## src/rtl/uart_tx_fifo.sv

```systemverilog
// uart_tx_fifo
// UART transmitter with a configurable frame and a small byte FIFO in front.
// The frame has a configurable data width, optional odd/even parity, one or two
// stop bits and an integer baud divisor. Frames stream back to back with no idle
// gap while the FIFO holds data. A one-cycle pulse marks the end of each frame.

module uart_tx_fifo #(
    parameter int DATA_BITS    = 8,
    parameter int PARITY       = 0,
    parameter int STOP_BITS    = 1,
    parameter int CLKS_PER_BIT = 104,
    parameter int FIFO_DEPTH   = 4
) (
    input  logic                        sourceClk,
    input  logic                        reset,
    input  logic                        tx_valid,
    output logic                        tx_ready,
    input  logic [DATA_BITS-1:0]        tx_byte,
    output logic                        tx_out,
    output logic                        tx_busy,
    output logic                        tx_complete,
    output logic [$clog2(FIFO_DEPTH):0] fifo_count
);

    localparam int PTR_W  = $clog2(FIFO_DEPTH);
    localparam int CNT_W  = PTR_W + 1;
    localparam int BAUD_W = $clog2(CLKS_PER_BIT);
    localparam int IDX_W  = $clog2(DATA_BITS);

    localparam logic [CNT_W-1:0]  COUNT_FULL = CNT_W'(FIFO_DEPTH);
    localparam logic [BAUD_W-1:0] BAUD_LAST  = BAUD_W'(CLKS_PER_BIT - 1);
    localparam logic [IDX_W-1:0]  DATA_LAST  = IDX_W'(DATA_BITS - 1);
    localparam logic              STOP_LAST  = 1'(STOP_BITS - 1);

    // Reject parameter combinations the datapath cannot represent.
    generate
        if (DATA_BITS < 5 || DATA_BITS > 8) begin : g_bad_data_bits
            $error("uart_tx_fifo: DATA_BITS must be in 5..8");
        end
        if (PARITY < 0 || PARITY > 2) begin : g_bad_parity
            $error("uart_tx_fifo: PARITY must be 0 (none), 1 (odd) or 2 (even)");
        end
        if (STOP_BITS < 1 || STOP_BITS > 2) begin : g_bad_stop_bits
            $error("uart_tx_fifo: STOP_BITS must be 1 or 2");
        end
        if (CLKS_PER_BIT < 2) begin : g_bad_clks_per_bit
            $error("uart_tx_fifo: CLKS_PER_BIT must be at least 2");
        end
        if (FIFO_DEPTH < 2 || (FIFO_DEPTH & (FIFO_DEPTH - 1)) != 0) begin : g_bad_depth
            $error("uart_tx_fifo: FIFO_DEPTH must be a power of two, at least 2");
        end
    endgenerate

    typedef enum logic [2:0] {
        IDLE,
        START,
        DATA,
        PARITY_BIT,
        STOP
    } state_t;

    // FIFO storage and bookkeeping
    logic [DATA_BITS-1:0] mem [FIFO_DEPTH];
    logic [PTR_W-1:0]     wr_ptr;
    logic [PTR_W-1:0]     rd_ptr;
    logic [CNT_W-1:0]     count;
    logic                 push;
    logic                 pop;
    logic [DATA_BITS-1:0] head;
    logic                 head_parity;

    // Transmitter state
    state_t               state;
    state_t               state_next;
    logic [BAUD_W-1:0]    baud_cnt;
    logic [BAUD_W-1:0]    baud_next;
    logic [IDX_W-1:0]     bit_idx;
    logic [IDX_W-1:0]     bit_next;
    logic                 stop_idx;
    logic                 stop_next;
    logic [DATA_BITS-1:0] shifter;
    logic [DATA_BITS-1:0] shift_next;
    logic                 parity_bit;
    logic                 parity_next;
    logic                 line_bit;
    logic                 line_next;
    logic                 bit_end;

    // tx_ready depends only on the registered count, so a pop in the same cycle
    // never lets a push into a full FIFO.
    assign tx_ready   = (count != COUNT_FULL);
    assign push       = tx_valid & tx_ready;
    assign head       = mem[rd_ptr];
    assign fifo_count = count;

    // Parity is taken over the word as it leaves the FIFO; odd parity inverts the XOR.
    assign head_parity = (PARITY == 1) ? ~(^head) : (^head);

    assign bit_end     = (baud_cnt == BAUD_LAST);
    assign tx_out      = line_bit;
    assign tx_busy     = (state != IDLE) || (count != '0);
    assign tx_complete = (state == STOP) && bit_end && (stop_idx == STOP_LAST);

    // Storage array: written on an accepted push, never reset because the
    // pointers and count define which entries are meaningful.
    always_ff @(posedge sourceClk) begin
        if (push) begin
            mem[wr_ptr] <= tx_byte;
        end
    end

    // Pointers wrap naturally at the power-of-two depth; count distinguishes full from empty.
    always_ff @(posedge sourceClk or negedge reset) begin
        if (!reset) begin
            wr_ptr <= '0;
            rd_ptr <= '0;
            count  <= '0;
        end else begin
            if (push) begin
                wr_ptr <= wr_ptr + PTR_W'(1);
            end
            if (pop) begin
                rd_ptr <= rd_ptr + PTR_W'(1);
            end
            case ({push, pop})
                2'b10:   count <= count + CNT_W'(1);
                2'b01:   count <= count - CNT_W'(1);
                default: count <= count;
            endcase
        end
    end

    // Transmitter registers; reset drives the line high at once and abandons any frame.
    always_ff @(posedge sourceClk or negedge reset) begin
        if (!reset) begin
            state      <= IDLE;
            baud_cnt   <= '0;
            bit_idx    <= '0;
            stop_idx   <= 1'b0;
            shifter    <= '0;
            parity_bit <= 1'b0;
            line_bit   <= 1'b1;
        end else begin
            state      <= state_next;
            baud_cnt   <= baud_next;
            bit_idx    <= bit_next;
            stop_idx   <= stop_next;
            shifter    <= shift_next;
            parity_bit <= parity_next;
            line_bit   <= line_next;
        end
    end

    // Next-state logic: each bit lasts one full baud period, and the line value for
    // the next bit is registered on the edge that ends the current one.
    always_comb begin
        state_next  = state;
        baud_next   = bit_end ? '0 : baud_cnt + BAUD_W'(1);
        bit_next    = bit_idx;
        stop_next   = stop_idx;
        shift_next  = shifter;
        parity_next = parity_bit;
        line_next   = line_bit;
        pop         = 1'b0;

        case (state)
            IDLE: begin
                baud_next = '0;
                line_next = 1'b1;
                if (count != '0) begin
                    pop         = 1'b1;
                    shift_next  = head;
                    parity_next = head_parity;
                    line_next   = 1'b0;
                    state_next  = START;
                end
            end

            START: begin
                if (bit_end) begin
                    line_next  = shifter[0];
                    shift_next = shifter >> 1;
                    bit_next   = '0;
                    state_next = DATA;
                end
            end

            DATA: begin
                if (bit_end) begin
                    if (bit_idx == DATA_LAST) begin
                        if (PARITY != 0) begin
                            line_next  = parity_bit;
                            state_next = PARITY_BIT;
                        end else begin
                            line_next  = 1'b1;
                            stop_next  = 1'b0;
                            state_next = STOP;
                        end
                    end else begin
                        line_next  = shifter[0];
                        shift_next = shifter >> 1;
                        bit_next   = bit_idx + IDX_W'(1);
                    end
                end
            end

            PARITY_BIT: begin
                if (bit_end) begin
                    line_next  = 1'b1;
                    stop_next  = 1'b0;
                    state_next = STOP;
                end
            end

            STOP: begin
                if (bit_end) begin
                    if (stop_idx == STOP_LAST) begin
                        if (count != '0) begin
                            pop         = 1'b1;
                            shift_next  = head;
                            parity_next = head_parity;
                            line_next   = 1'b0;
                            state_next  = START;
                        end else begin
                            line_next  = 1'b1;
                            state_next = IDLE;
                        end
                    end else begin
                        stop_next = stop_idx + 1'b1;
                    end
                end
            end

            default: begin
                line_next  = 1'b1;
                state_next = IDLE;
            end
        endcase
    end

endmodule

```

## config.mk

```make
export PLATFORM = sky130hd
export DESIGN_NAME = uart_tx_fifo
export DESIGN_NICKNAME = d
export VERILOG_FILES = /design/src/rtl/uart_tx_fifo.sv
export SDC_FILE = /design/constraint.sdc
export NUM_CORES = 1
export LEC_CHECK = 0
export CAP_MARGIN = 15
export CORE_ASPECT_RATIO = 0.5
export CORE_UTILIZATION = 51
export DETAILED_ROUTE_END_ITERATION = 6
export GPL_TIMING_DRIVEN = 0
export HOLD_SLACK_MARGIN = 0.05
export PLACE_DENSITY = 0.7
export SLEW_MARGIN = 20
export SYNTH_ARGS = -nofsm -noshare
export SYNTH_HDL_FRONTEND = slang
export SYNTH_SLANG_ARGS = --single-unit
```

## constraint.sdc

```tcl
create_clock -name sourceClk -period 3.4 [get_ports sourceClk]
set_input_delay 0.51 -clock sourceClk [delete_from_list [all_inputs] [get_ports sourceClk]]
set_output_delay 0.51 -clock sourceClk [all_outputs]
set_load 0.02 [all_outputs]
```

# Yosys cells after proc, flatten, opt, wreduce, memory -nomap -nowiden
# Memories as Yosys holds them, arrays and structs flattened.
# Cells that the tools add are included.
# W data, S select, Z words.
[word_totals]
ff_bits = 30
ram_bits = 32
inputBits = 11
memories = 1
[op_classes]
n_addsub = 7
eq_ne = 17
mux = 43
bitwise = 2
reduce_logical = 15
[mem_list]
columns = ["memory", "depth", "width", "rd", "rd_clocked_by_memory_dff", "wr", "line", "rtl"]
rows = [
  ["mem", 4, 8, 1, 0, 1, "63", "logic [DATA_BITS-1:0] mem [FIFO_DEPTH];"],
]
[ops]
columns = ["cell", "n"]
rows = [
  ["$mux W8", 6],
  ["$pmux W8 S4", 1],
  ["$mux W3", 10],
  ["$mux W1", 18],
  ["$ne A2 B2 Y1 const B", 8],
  ["$pmux W3 S5", 1],
  ["$mux W7", 2],
  ["$pmux W3 S2", 2],
  ["$reduce_and A5 Y1", 2],
  ["$reduce_bool A3 Y1", 3],
  ["$add A7 B1 Y7 const B", 1],
  ["$eq A7 B7 Y1 const B", 1],
  ["$reduce_and A7 Y1", 1],
  ["$add A3 B1 Y3 const B", 2],
  ["$eq A3 B2 Y1 const B", 2],
  ["$eq A3 B3 Y1 const B", 2],
  ["$reduce_and A6 Y1", 1],
  ["$pmux W1 S5", 1],
  ["$add A2 B1 Y2 const B", 2],
  ["$reduce_and A4 Y1", 1],
  ["$reduce_bool A2 Y1", 2],
  ["$reduce_bool A4 Y1", 1],
  ["$eq A3 B1 Y1 const B", 1],
  ["$logic_not A3 Y1", 1],
  ["other kinds (11)", 12],
]

# Logic depth before layout (Yosys ltp)
[logic_depth]
word_depth = 7
depth_mapped = 11
ltp_nobuf = 10

# Worst setup path before layout
# No wires, ideal clock.
[synth_timing]
kind = "flip-flop to flip-flop"
start = "register baud_cnt[0]"
end = "register count[2] (netlist: fifo_count[2])"
setup_time_ns = 0.080
arrival_ns = 2.363
setup_slack_ns = 0.957
stages_incl_launch_ff = 12
path_buffers = 1
synth_period_minus_slack_ns = 2.443
path_cell_list = "dfrtp_1 ha_1 nand3_2 or3_4 buf_2 a21oi_2 ha_1 inv_1 fa_1 xor2_1 nor2_1 xor2_1"
[synth_between]
elab_chain_len = 5
elab_cells_between_ends = 7
classes_between = "eq/ne: 3; mux: 3; reduce/logical: 1"
[synth_lines]
columns = ["element", "line", "rtl"]
rows = [
  ["from (decl)", "75", "logic [BAUD_W-1:0] baud_cnt;"],
  ["from (signal assigned)", "145", "baud_cnt <= baud_next;"],
  ["$eq A7 B7 Y1 (*)", "99", "assign bit_end = (baud_cnt == BAUD_LAST);"],
  ["$mux W1 (*)", "216", "if (bit_end) begin"],
  ["$pmux W1 S2 (*)", "166", "case (state)"],
  ["named net pop", "68", "logic pop;"],
  ["$eq A2 B1 Y1 / $eq A2 B2 Y1 (equally long branches)", "125", "case ({push, pop})"],
  ["$pmux W3 S2 / $reduce_bool A2 Y1 (equally long branches)", "--", ""],
  ["to (signal assigned)", "126", "2'b10: count <= count + CNT_W'(1);"],
  ["to (signal assigned)", "127", "2'b01: count <= count - CNT_W'(1);"],
  ["to (signal assigned)", "128", "default: count <= count;"],
  ["to (decl)", "66", "logic [CNT_W-1:0] count;"],
]
# The timed path passes the listed nets; every way through them passes the cells marked *.
# A chain may end at the register's enable or synchronous reset.

# Worst setup path after layout
[layout_timing]
start = "register baud_cnt[0]"
end = "output port tx_complete"
[layout_between]
elab_chain_len = 3
[layout_lines]
columns = ["element", "line", "rtl"]
rows = [
  ["$eq A7 B7 Y1", "99", ""],
  ["$logic_and A1 B1 Y1 (2 in a row)", "102", "assign tx_complete = (state == STOP) && bit_end && (stop_idx == STOP_LAST);"],
  ["to (decl)", "21", "output logic tx_complete,"],
]
# Every way passes these cells.

==> results.txt <==
status -> complete, no violations
Yosys cell types -> 42
critical path class -> reg2out
Root Buffer Master -> clkbuf_8
First DRT Iteration DRCs -> 61
Slew @ Worst Pin -> 0.656 ns
Total Nets Final -> 236
commonest cells after routing, fill and taps aside -> 32 x edfxtp_1, 28 x dfrtp_1, 16 x clkdlybuf4s50_1
First-pass DRT Iterations -> 4
R2R depth -> 11
FMAX -> 0.338 GHz
Tcrit/Tclk final -> 87.0%
critical path cell sequence -> ha_1 > nand3_2 > or3_4 > buf_2 > nor2_1 > clkdlybuf4s50_1
post-CTS setup buffers -> 0
Ant. Diodes -> 0
hold buffer count at CTS -> 0
leakage power -> 1.30 nW
sw power -> 491 uW
Core ar. -> 5110 um2
reg-to-reg endpoint -> fifo_count[2]
post-synth top area cell -> edfxtp_1
Critical Path Sink Type -> output port
via density per instance -> 5.31
FILL cells -> 377
CP max-delay cell -> clkdlybuf4s50_1
chip height -> 54.4 um
design area -> 3270 um2
largest net degree at the start of global routing -> 30
port bufs -> 17
Synth Warn # -> 0
first-pass GRT wire length -> 8140 um
Max Transition Viols Final -> 0
Num CTS Buffers -> 9
clock-pin slew on the worst setup and hold paths -> 0.07 ns
sequential share of power -> 49.1%
clk_skew -> 0.0101 ns
Area after DPL -> 3060 um2
min-delay worst type -> in2async
Worst setup SP type -> register
fraction of layout cells with a size suffix above 1 -> 25.0%
Top FF cell, synth -> edfxtp_1
total gr overflow -> 0
post-route worst setup slack -> 0.442 ns
Syn Inst Count -> 188
Worst-Skew Late Latency -> 0.33 ns
Final min period -> 2.96 ns
Setup TNS -> 0 ns
VDD IR max -> 0.320 mV
Post-synth EDFFs -> 32
most common cell after layout, fill and taps aside -> edfxtp_1
vias in the first global route -> 1610
P_int -> 1.44 mW
post-synthesis register bit count -> 61
final hold viol count -> 0
RSZ-0062 raised after global routing -> no
antenna-violating nets left -> 0
number of gates resized after CTS -> 0
Initial Util -> 54.8%
Wirelength per Cell -> 16.8 um
Slew HR -> 56.3%
H-tree Lvls -> 3
R2R setup slack -> 0.71 ns
die area -> 5820 um2
DRT Wirelength -> 4880 um
crit-path max FO -> 10
async set or reset register ratio after synthesis -> 47.5%
Comb power frac -> 15.3%
Worst R2R Start -> baud_cnt[0]
Vias -> 1540
Place WS -> 0.678 ns
register area share after synthesis -> 60.2%
power per cell area -> 589 nW/um2
Syn-to-layout area delta -> 16.6%
final setup fails -> 0
Critical Path Max Stage Delay -> 0.62 ns
Clk pwr share -> 35.6%
Max Cap Viol -> 0
worst path arrival time -> 2.45 ns
syn_area_per_cell -> 14.9 um2
Final Util -> 64.0%
Sw Ratio -> 25.5%
post-synth top area share -> 34.3%
clock sink total -> 61
area of the mapped netlist -> 2800 um2
required time of the critical path -> 2.89 ns
Total GRT Usage -> 20.0%
Routability Congestion -> 0.745
top cells by area, synth -> edfxtp_1 34%, dfrtp_1 25%, mux4_2 6.4%
post-route DRC violation count -> 0
clk buf depth -> 2
initial antenna violation count -> 0
TritonCTS clock tree -> built
die width -> 107 um
site row count -> 18
I/O pins -> 18
Synthesized Nets -> 208
DP HPWL -> 3310 um
## power groups by stage
stage	clock network [mW]	registers, mW	logic (mW)
after floorplan	0	0.968	0.166
after global placement	0	0.952	0.297
after detailed placement	0	0.961	0.301
after CTS	0.704	0.947	0.302
after global routing	0.736	0.955	0.332
final	0.686	0.946	0.295
## through the flow
stage | std cells | total power [mW] | hold WS (ns)
2_1_floorplan | 188 | 1.13 | 0.214
3_3_place_gp | 275 | 1.25 | 0.446
3_5_place_dp | 275 | 1.26 | 0.448
4_1_cts | 290 | 1.95 | 0.211
5_1_grt | 290 | 2.02 | 0.238
6_report | 290 | 1.93 | 0.200
## layer usage
layer  vias to the layer above  global-route usage, %  wire length (um)
li1                        745                      -                 -
met1                       770                   26.1              2440
met2                        20                   31.9              2250
met3                         5                   7.50               151
met4                         0                   6.16                33
met5                         -                      0                 0
## how the worst max path moves through the flow
stage | from | end | slack (ns) | cells after the start
final | baud_cnt[0] | tx_complete | 0.44 | 6
after global routing | baud_cnt[0] | tx_complete | 0.25 | 6
after CTS | baud_cnt[0] | tx_complete | 0.42 | 6
after detailed placement | baud_cnt[0] | fifo_count[2] | 0.68 | 11
after global placement | baud_cnt[0] | fifo_count[2] | 0.78 | 11
after floorplan | baud_cnt[0] | fifo_count[2] | 0.96 | 11
## worst max-delay path: cells and delay by family, from the launching register on
family                   cells  cell delay, ns
adder cells (fa/ha/maj)      1            0.23
buffers and inverters        2            0.82
AND/OR/NAND/NOR              3            0.70
flip-flops                   1            0.37
## state kept, by name, summed over array words and instances (netlist names)
signal / cells
state: 3
wr_ptr: 2
rd_ptr: 2
tx_out: 1
shifter: 8
fifo_count: 3
baud_cnt: 7
bit_idx: 3
mem: 32
## cells in the mapped netlist (all sizes together) (4+ instances only)
library cell and count:
nor2 10, mux4 8, and3 6, inv 6, xnor2 6, buf 5, ha 8, nor3 4
o21ai 5, dfrtp 28, a21oi 5, mux2 17, edfxtp 32, nand3 6, nand2 8, xor2 4
## final cells by class
class	instances	area, um2	area share [%]
buffer	8	42.5	1.30
clock buffer	9	124	3.79
clock inverter	6	88.8	2.72
inverter	6	22.5	0.689
multi-input combinational	113	1050	32.1
sequential	61	1690	51.6
tap	70	87.6	2.68
timing repair buffer	17	165	5.05
## cell families (layout without fill, tap and decap cells)
family                   Yosys count  in the layout  share of synthesized area, %
flip-flops                        61             61                          60.2
AO/OA/AOI/OAI                     19             19                          5.44
adder cells (fa/ha/maj)            9              9                          4.28
AND/OR/NAND/NOR                   49             49                          9.95
buffers and inverters             14             46                          2.32
multiplexers                      26             26                          14.7
XOR/XNOR                          10             10                          3.12
Note: power is estimated with default switching activity, not from simulation.
